$ cat src/rtl/irq_ctrl_if.sv
// Bus interface between the CPU external-bus decoder and the interrupt
// controller register file. Read and write data are already split.
`timescale 1ns/1ps

interface irq_ctrl_if;
    logic        i_sel;
    logic        i_rw;
    logic [15:0] i_addr;
    logic [15:0] i_wdata;
    logic [15:0] o_rdata;
    logic        o_rdata_vld;

    modport master (
        output i_sel,
        output i_rw,
        output i_addr,
        output i_wdata,
        input  o_rdata,
        input  o_rdata_vld
    );

    modport slave (
        input  i_sel,
        input  i_rw,
        input  i_addr,
        input  i_wdata,
        output o_rdata,
        output o_rdata_vld
    );
endinterface

$ cat src/rtl/irq_ctrl.sv
// Interrupt controller: synchronises asynchronous sources, latches rising
// edges as pending bits, masks/routes them onto two request lines and
// exposes PEND/EN/ROUTE/VEC/CLAIM registers on the CPU bus.
`timescale 1ns/1ps

module irq_ctrl #(
    parameter int          N_SRC       = 8,
    parameter int          SYNC_STAGES = 2,
    parameter logic [15:0] BASE_ADDR   = 16'hFF00
) (
    input  logic             clk,
    input  logic             n_rst,
    input  logic [N_SRC-1:0] i_irq_src,
    irq_ctrl_if.slave        bus,
    output logic             o_inta,
    output logic             o_intb
);

    localparam logic [15:0] OFF_PEND  = 16'd0;
    localparam logic [15:0] OFF_EN    = 16'd1;
    localparam logic [15:0] OFF_ROUTE = 16'd2;
    localparam logic [15:0] OFF_VEC   = 16'd3;
    localparam logic [15:0] OFF_CLAIM = 16'd4;
    localparam logic [15:0] N_REGS    = 16'd5;
    localparam logic [15:0] NO_WINNER = 16'h00FF;

    // Index of the lowest set bit, or NO_WINNER when the vector is empty.
    function automatic logic [15:0] lowest_idx(input logic [N_SRC-1:0] v);
        logic [15:0] idx;
        idx = NO_WINNER;
        for (int i = N_SRC - 1; i >= 0; i--) begin
            idx = v[i] ? 16'(i) : idx;
        end
        return idx;
    endfunction

    // Zero-extend an N_SRC-wide register to the 16-bit bus width.
    function automatic logic [15:0] zext(input logic [N_SRC-1:0] v);
        logic [15:0] w;
        w = 16'h0000;
        w[N_SRC-1:0] = v;
        return w;
    endfunction

    logic [SYNC_STAGES-1:0][N_SRC-1:0] sync_q, sync_d;
    logic [N_SRC-1:0] hist_q, hist_d;
    logic [N_SRC-1:0] pend_q, pend_d;
    logic [N_SRC-1:0] en_q, en_d;
    logic [N_SRC-1:0] route_q, route_d;
    logic [15:0]      rdata_q, rdata_d;
    logic             rdata_vld_q, rdata_vld_d;
    logic             inta_q, inta_d;
    logic             intb_q, intb_d;

    logic [N_SRC-1:0] sync_out_s;
    logic [N_SRC-1:0] rise_s;
    logic [N_SRC-1:0] cand_hi_s;
    logic [N_SRC-1:0] cand_lo_s;
    logic [N_SRC-1:0] cand_s;
    logic [N_SRC-1:0] win_oh_s;
    logic [15:0]      win_idx_s;
    logic [15:0]      offset_s;
    logic             in_range_s;
    logic             wr_en_s;
    logic             rd_en_s;
    logic [N_SRC-1:0] wdata_s;
    logic             unused_wdata_s;

    assign sync_out_s = sync_q[SYNC_STAGES-1];
    assign rise_s     = sync_out_s & ~hist_q;

    // Address offset wraps, so addresses below BASE_ADDR land far out of range.
    assign offset_s   = bus.i_addr - BASE_ADDR;
    assign in_range_s = (offset_s < N_REGS);
    assign wr_en_s    = bus.i_sel & ~bus.i_rw & in_range_s;
    assign rd_en_s    = bus.i_sel & bus.i_rw & in_range_s;
    assign wdata_s    = bus.i_wdata[N_SRC-1:0];
    assign unused_wdata_s = ^bus.i_wdata;

    // High-priority group wins outright; lowest index wins inside a group.
    assign cand_hi_s = pend_q & en_q & route_q;
    assign cand_lo_s = pend_q & en_q & ~route_q;
    assign cand_s    = (|cand_hi_s) ? cand_hi_s : cand_lo_s;
    assign win_oh_s  = cand_s & (~cand_s + N_SRC'(1'b1));
    assign win_idx_s = lowest_idx(cand_s);

    // Synchroniser shift and edge-detect history advance every cycle.
    always_comb begin
        sync_d = sync_q;
        sync_d[0] = i_irq_src;
        for (int s = 1; s < SYNC_STAGES; s++) begin
            sync_d[s] = sync_q[s-1];
        end
        hist_d = sync_out_s;
    end

    // Register file: writes, reads, claim, and pending-bit set/clear merge.
    always_comb begin
        pend_d      = pend_q;
        en_d        = en_q;
        route_d     = route_q;
        rdata_d     = rdata_q;
        rdata_vld_d = 1'b0;

        if (wr_en_s) begin
            case (offset_s)
                OFF_PEND:  pend_d  = pend_q & ~wdata_s;
                OFF_EN:    en_d    = wdata_s;
                OFF_ROUTE: route_d = wdata_s;
                default:   pend_d  = pend_q;
            endcase
        end else begin
            pend_d = pend_q;
        end

        if (rd_en_s) begin
            rdata_vld_d = 1'b1;
            case (offset_s)
                OFF_PEND:  rdata_d = zext(pend_q);
                OFF_EN:    rdata_d = zext(en_q);
                OFF_ROUTE: rdata_d = zext(route_q);
                OFF_VEC:   rdata_d = win_idx_s;
                OFF_CLAIM: begin
                    rdata_d = win_idx_s;
                    pend_d  = pend_q & ~win_oh_s;
                end
                default:   rdata_d = rdata_q;
            endcase
        end else begin
            rdata_vld_d = 1'b0;
        end

        // A new edge in the same cycle as a clear keeps the bit set.
        pend_d = pend_d | rise_s;
    end

    // Request lines reflect the registered state of the previous cycle.
    always_comb begin
        intb_d = |(pend_q & en_q & route_q);
        inta_d = |(pend_q & en_q & ~route_q);
    end

    // State and output registers.
    always_ff @(posedge clk or negedge n_rst) begin
        if (!n_rst) begin
            sync_q      <= '0;
            hist_q      <= '0;
            pend_q      <= '0;
            en_q        <= '0;
            route_q     <= '0;
            rdata_q     <= 16'h0000;
            rdata_vld_q <= 1'b0;
            inta_q      <= 1'b0;
            intb_q      <= 1'b0;
        end else begin
            sync_q      <= sync_d;
            hist_q      <= hist_d;
            pend_q      <= pend_d;
            en_q        <= en_d;
            route_q     <= route_d;
            rdata_q     <= rdata_d;
            rdata_vld_q <= rdata_vld_d;
            inta_q      <= inta_d;
            intb_q      <= intb_d;
        end
    end

    assign bus.o_rdata     = rdata_q;
    assign bus.o_rdata_vld = rdata_vld_q;
    assign o_inta          = inta_q;
    assign o_intb          = intb_q;

endmodule

$ cat src/flat_wrapper.sv
// flat-port wrapper written by rule: the top's interface ports become plain ports
module irq_ctrl_flat 
#(
    parameter int          N_SRC       = 8,
    parameter int          SYNC_STAGES = 2,
    parameter logic [15:0] BASE_ADDR   = 16'hFF00
)
  (clk, n_rst, i_irq_src, o_inta, o_intb, bus_i_sel, bus_i_rw, bus_i_addr, bus_i_wdata, bus_o_rdata, bus_o_rdata_vld);
  irq_ctrl_if bus_i ();
  input  logic clk;
  input  logic n_rst;
  input  logic [N_SRC-1:0] i_irq_src;
  output logic o_inta;
  output logic o_intb;
  input wire logic [$bits(bus_i.i_sel)-1:0] bus_i_sel;
  input wire logic [$bits(bus_i.i_rw)-1:0] bus_i_rw;
  input wire logic [$bits(bus_i.i_addr)-1:0] bus_i_addr;
  input wire logic [$bits(bus_i.i_wdata)-1:0] bus_i_wdata;
  output wire logic [$bits(bus_i.o_rdata)-1:0] bus_o_rdata;
  output wire logic [$bits(bus_i.o_rdata_vld)-1:0] bus_o_rdata_vld;
  assign bus_i.i_sel = bus_i_sel;
  assign bus_i.i_rw = bus_i_rw;
  assign bus_i.i_addr = bus_i_addr;
  assign bus_i.i_wdata = bus_i_wdata;
  assign bus_o_rdata = bus_i.o_rdata;
  assign bus_o_rdata_vld = bus_i.o_rdata_vld;
  irq_ctrl #(.N_SRC(N_SRC), .SYNC_STAGES(SYNC_STAGES), .BASE_ADDR(BASE_ADDR)) u_core (.clk(clk), .n_rst(n_rst), .i_irq_src(i_irq_src), .bus(bus_i), .o_inta(o_inta), .o_intb(o_intb));
endmodule
$ cat config.mk
export PLATFORM = sky130hd
export DESIGN_NAME = irq_ctrl_flat
export DESIGN_NICKNAME = d
export VERILOG_FILES = /design/src/rtl/irq_ctrl_if.sv /design/src/rtl/irq_ctrl.sv /design/src/flat_wrapper.sv
export SDC_FILE = /design/constraint.sdc
export NUM_CORES = 1
export LEC_CHECK = 0
export CAP_MARGIN = 20
export CORE_MARGIN = 3
export CORE_UTILIZATION = 40
export CTS_CLUSTER_DIAMETER = 50
export DETAILED_ROUTE_END_ITERATION = 16
export PLACE_DENSITY = 0.66
export SETUP_SLACK_MARGIN = 0.05
export SYNTH_ARGS = -nofsm -noshare
export SYNTH_HDL_FRONTEND = slang
export SYNTH_SLANG_ARGS = --single-unit
$ cat constraint.sdc
create_clock -name clk -period 2 [get_ports clk]
set_input_delay 0.4 -clock clk [delete_from_list [all_inputs] [get_ports clk]]
set_output_delay 0.4 -clock clk [all_outputs]
set_load 0.05 [all_outputs]
# ---- After elaboration in Yosys (flattened, before gate mapping)
# Cells that the tools add are included.
dict set report totals {
  regBits 67
  out_inout_bits 19
  inputBits 44
}
dict set report op_classes {
  n_lt_le_gt_ge 1
  n_bitwise 18
  muxes 15
  n_addsub 2
  eq_ne 4
  n_reduce_logical 8
}
# operator n
set ops {}
lappend ops {{16-bit 2-to-1 mux} 7}
lappend ops {{16-bit one-hot mux with 4 select lines} 1}
lappend ops {{8-bit AND} 7}
lappend ops {{8-bit 2-to-1 mux} 6}
lappend ops {{8-bit inverter} 5}
lappend ops {{16-bit by 2-bit equality test with 1-bit output (second input constant)} 2}
lappend ops {{16-bit by 1-bit equality test with 1-bit output (second input constant)} 1}
lappend ops {{16-bit by 3-bit equality test with 1-bit output (second input constant)} 1}
lappend ops {{16-bit zero test} 1}
lappend ops {{16-bit by 3-bit less-than comparator with 1-bit output (second input constant)} 1}
lappend ops {{8-bit OR reduction} 2}
lappend ops {{16-bit subtractor (second input constant)} 1}
lappend ops {{8-bit by 1-bit adder with 8-bit output (second input constant)} 1}
lappend ops {{8-bit bitwise OR} 1}
lappend ops {{2-bit AND reduction} 3}
lappend ops {{1-bit AND} 4}
lappend ops {{4-bit nonzero test} 1}
lappend ops {{2-bit OR reduction} 1}
lappend ops {{1-bit 2-to-1 mux} 1}
lappend ops {{1-bit inverter} 1}

# ---- Depth between registers and ports, before layout
dict set report logic_depth {
  depth_word 13
  depth_mapped 8
  depth_no_buf 7
}

# ---- Worst setup path after synthesis
# No wires, ideal clock.
dict set report synth_path {
  kind {input to register}
  from {input bus_i_addr[6]}
  to {register u_core.route_q[1]}
  t_required_ns 1.875
  path_slack_ns -0.103
  path_stages 7
  n_path_buf 2
  arrival_time_ns 1.978
  setup_time_ns 0.125
  path_cell_list {or3_4 > nor4_4 > nor2b_1 > buf_2 > and4b_1 > buf_4 > mux2_2}
}
dict set report synth_via {
  elab_chain_len 4
  elab_cells_between_ends 5
}
# item line
set synth_lines {}
lappend synth_lines {{start: declaration} flat_wrapper.sv:17} ;# input wire logic [$bits(bus_i.i_addr)-1:0] bus_i_addr;
lappend synth_lines {{16-bit subtractor (*)} irq_ctrl.sv:73} ;# assign offset_s = bus.i_addr - BASE_ADDR;
lappend synth_lines {{16-bit by 3-bit less-than comparator with 1-bit output} irq_ctrl.sv:74} ;# assign in_range_s = (offset_s < N_REGS);
lappend synth_lines {{1-bit AND} irq_ctrl.sv:75} ;# assign wr_en_s = bus.i_sel & ~bus.i_rw & in_range_s;
lappend synth_lines {{2-bit AND reduction (no source line) (*)} -}
lappend synth_lines {{end signal: assignment} irq_ctrl.sv:160} ;# route_q <= route_d;
lappend synth_lines {{end: declaration} irq_ctrl.sv:49} ;# logic [N_SRC-1:0] route_q, route_d;
# Every way passes the cells marked *; elsewhere a longest branch is shown, timed or not.
# A chain may end at the register's enable or synchronous reset.

# ---- Final worst setup path
dict set report layout_path {
  from {register u_core.pend_q[0]}
  to {register u_core.pend_q[6]}
}
dict set report layout_via {
  elab_chain_len 12
  elab_cells_between_ends 13
}
# item line
set layout_lines {}
lappend layout_lines {{start: declaration} irq_ctrl.sv:47} ;# logic [N_SRC-1:0] pend_q, pend_d;
lappend layout_lines {{start signal: assignment} irq_ctrl.sv:158} ;# pend_q <= pend_d;
lappend layout_lines {{8-bit AND (*)} {irq_ctrl.sv:81, irq_ctrl.sv:82}}
lappend layout_lines {{8-bit AND} irq_ctrl.sv:81} ;# assign cand_hi_s = pend_q & en_q & route_q;
lappend layout_lines {{8-bit OR reduction} irq_ctrl.sv:83} ;# assign cand_s = (|cand_hi_s) ? cand_hi_s : cand_lo_s;
lappend layout_lines {{8-bit 2-to-1 mux (*)} irq_ctrl.sv:83}
lappend layout_lines {{8-bit inverter} irq_ctrl.sv:84} ;# assign win_oh_s = cand_s & (~cand_s + N_SRC'(1'b1));
lappend layout_lines {{8-bit by 1-bit adder with 8-bit output} irq_ctrl.sv:84}
lappend layout_lines {{8-bit AND (*)} irq_ctrl.sv:84}
lappend layout_lines {{8-bit inverter (*)} irq_ctrl.sv:125} ;# pend_d = pend_q & ~win_oh_s;
lappend layout_lines {{8-bit AND (*)} irq_ctrl.sv:125}
lappend layout_lines {{8-bit 2-to-1 mux (*)} irq_ctrl.sv:118} ;# case (offset_s)
lappend layout_lines {{8-bit 2-to-1 mux (*)} irq_ctrl.sv:116} ;# if (rd_en_s) begin
lappend layout_lines {{8-bit bitwise OR (*)} irq_ctrl.sv:134} ;# pend_d = pend_d | rise_s;
lappend layout_lines {{named net u_core.pend_d[6]} irq_ctrl.sv:47}
# Mark *: on every way through the listed nets, which the timed path passes. The rest lies on a longest branch.

==> results by group <==
Timing
  – Final min period: 2020 ps
  – Final worst-path setup slack: -20.5 ps
  – Final worst-path cycle share: 101%
  – Final Setup Violations: 1
  – Worst Clk Skew: 4.24 ps
  – Final-report hold violation count: 0
  – Relative slew slack: between 60% and 70%
  – Tightest Pin Transition: 505 ps
  – Max-slew violation count: 0
  – Highest Clock Rate: between 400 and 500 MHz
  – RSZ-0062 raised after global routing: true

Die
  – Area of the core: approximately 6600 µm²
  – # rows: 29
  – I/O pins: between 60 and 70
  – Initial Util: 42.5%
  – Die ar.: between 8000 and 9000 µm²
  – Die width: just under 90 µm
  – Die H: 89.5 µm

Final layout
  – Multi-input logic area: about 1400 µm²
  – # nets final: roughly 400
  – Most frequent cells in the layout: 59 x dfrtp_1, 55 x buf_4, 31 x clkdlybuf4s50_1, 28 x nand2_1, 13 x a21oi_1
  – Commonest non-fill, non-tap cell in the layout: dfrtp_1
  – Reg area: between 1000 and 1500 µm²
  – Post-route core utilization: about 64%
  – Area Overhead vs Synth: 51.3%
  – Fillers: ~520
  – Layout cell share with drive strength beyond 1: between 30% and 40%
  – Layout Cells excl Fill: roughly 460
  – N_diodes: 0

Critical path
  – Top delay family on crit path: compound AO/OA/AOI/OAI gates
  – Setup crit start: u_core.pend_q[0]
  – Element type at the critical path start: flop
  – Crit path kind: flop to flop
  – Worst path required time: between 2000 and 2500 ps
  – Buf/Inv on CP: 1
  – Worst path cell trace: nand3_1 > nand4_4 > o21bai_4 > a222oi_1 > buf_4 > nand4_1 > a32o_2
  – Crit path max fanout: 5
  – Crit path capture: u_core.pend_q[6]
  – Register-to-Register Setup Slack: -20 ps
  – Critical Path Stages: 7
  – Max incr delay on CP: roughly 430 ps
  – Setup crit end kind: flop
  – CP Data Arrival Time: approximately 2300 ps
  – Reg2reg start: u_core.pend_q[0]
  – Worst r2r path cells: 7
  – Reg-to-Reg End: u_core.pend_q[6]
  – Slowest CP cell: a222oi_1

Run
  – Max cap viols: 0

Synthesis
  – #FFs+latches synth: just under 60
  – Synth Warn #: 0
  – Register area share after synthesis: a little over half
  – Post-synth ARST share: 100%
  – Synth unique cells: 48
  – Main synth FF type: dfrtp_1
  – Netlist Area Pre-Place: approximately 2800 µm²
  – Post-synth EDFFs: 0
  – Cells after Synth: between 200 and 250
  – Synthesized area per cell: between 10 and 15 µm²

Placed design
  – PortBufs: 46
  – Placed Cells: 431
  – GPL Wtd Cong: about 0.96
  – Dpl hpwl: between 5 and 6 mm

Pwr
  – Pleak: 1.85 nW
  – Peak supply drop: roughly 0.45 mV
  – Power per Cell Area: 615 nW/µm²

Drt
  – 1st-pass router iterations: 4
  – Remaining DRCs: 0
  – Drt wl/cell: ~16 µm
  – Vias/cell: roughly 5.2
  – Drt first-iter violations: 130
  – Remaining antenna violation count after routing: 0
  – Post-Route WL: roughly 7.4 mm
  – Vias: between 2000 and 2500

Clock tree
  – Clk Latency, worst-skew pair: between 300 and 400 ps
  – H-tree lvl count: 3
  – Clock tree buffer depth: 2
  – CTS clk-pin slew, worst paths: about 60 ps
  – CTS tree: yes
  – TritonCTS Buffers: 9
  – Root Buffer: clkbuf_8
  – Sink Count: slightly below 60

Worst hold path
  – Worst Hold Path Cells: 0
  – Worst min path class: flop to flop

Outcome
  – Failing checks: setup timing
  – Status: finished with violations

GRT
  – Initial antenna violation count: 0
  – Number of global-route vias before repair: 2315
  – Global-route usage over all layers: between 10% and 20%
  – First-pass GRT wire length: between 10 and 15 mm
  – GRT Residual Overflow: 0
  – Largest net degree at the start of global routing: 42
-- state kept, by name, indices dropped and copies added, names as in the netlist --
register and count:
u_core.pend_q 8, u_core.hist_q 8, u_core.bus.o_rdata_vld 1, u_core.o_inta 1, u_core.bus.o_rdata 8, u_core.hist_d 8, u_core.en_q 8, u_core.sync_d 8
u_core.route_q 8, u_core.o_intb 1
-- what timing repair did --
item | 4_1_cts | 5_1_grt
pin swaps | 19 | 17
gates resized for setup | 35 | 29
endpoints found under the setup margin | 32 | 32
cloned | 0 | 2
hold buffers | 1 | 0
endpoints found under the hold margin | 12 | 0
setup buffers | 6 | 2
-- kinds of logic (layout without fill, tap and decap cells) --
group	Yosys count	count (layout)	share of synthesized area (%)
flip-flops	59	59	52.9
other	1	8	0.134
buffers and inverters	25	133	4.80
AO/OA/AOI/OAI	62	62	16.1
multiplexers	16	16	6.46
AND/OR/NAND/NOR	85	86	19.2
XOR/XNOR	1	1	0.314
-- per-layer routing --
metal | vias to the layer above | track usage [%] | share of wire (%)
met2 | 100 | 29.6 | 48
met3 | 12 | 5.99 | 7.4
met4 | 0 | 7.17 | 1.9
li1 | 1131 | - | -
met5 | - | 0 | 0
met1 | 1151 | 25.0 | 43
-- Yosys cell counts, types with 2 or more instances --
library cell	instances	area share, %
nand3b_1	3	0.81
o311ai_0	2	0.63
inv_1	8	1.1
o22ai_1	3	0.67
nand4_4	2	1.5
or3_1	6	1.3
nand4_1	6	1.3
nand2_1	29	3.9
buf_2	2	0.36
mux2_1	15	6.1
a22o_1	7	2.2
o21ai_0	11	2.0
clkbuf_1	4	0.54
nor2_1	3	0.40
and4b_1	2	0.72
nand3_2	4	1.4
nor2b_1	6	1.3
a32o_1	6	2.2
a21boi_0	2	0.54
o21bai_1	6	1.6
a21oi_1	14	2.5
and2_1	9	2.0
dfrtp_1	59	53
buf_4	10	2.7
nand3_1	6	1.1
a221oi_1	2	0.63
-- power by group --
part	internal, mW	switching [mW]
combinational	0.0823	0.0989
sequential	1.22	0.00915
clock	0.736	0.453
total	2.04	0.561
-- worst min-delay path by stage --
stage / start / to / slack (ps)
final: u_core.sync_d[8] / u_core.hist_d[0] / 350
after CTS: u_core.sync_d[15] / u_core.hist_d[7] / 350
after global routing: u_core.sync_d[8] / u_core.hist_d[0] / 350
after floorplan: n_rst / u_core.bus.o_rdata[0] / 100
after global placement: u_core.sync_d[15] / u_core.hist_d[7] / 330
after detailed placement: u_core.sync_d[8] / u_core.hist_d[0] / 330
-- area by class of cell --
type	instances	area share, %
Clock buffer	12	3.44
Clock inverter	4	1.75
Inverter	9	0.800
Multi-Input combinational cell	173	33.1
Sequential cell	59	35.0
Tap cell	93	2.76
Timing Repair Buffer	108	23.2
-- through the flow --
step / setup WS [ps] / setup TNS [ps] / hold WS, ps / cell area (µm²) / power (mW)
after floorplan: -99.2 / -1520 / 104 / 2840 / 1.32
after global placement: -545 / -15380 / 332 / 3740 / 1.43
after detailed placement: -622 / -16390 / 335 / 3740 / 1.43
after CTS: 30.2 / 0 / 350 / 4070 / 2.63
after global routing: -59.3 / -192 / 354 / 4220 / 2.69
final: -20.5 / -20.5 / 347 / 4220 / 2.60
-- worst reg2reg max path: cells and delay by family, from the launching register on --
kind                   cells  cell delay (ps)
buffers and inverters      1              210
and+or+nand+nor            3              530
DFF                        1              360
AOI/OAI and AO/OA          3              820
(Power assumes the default switching activity.)
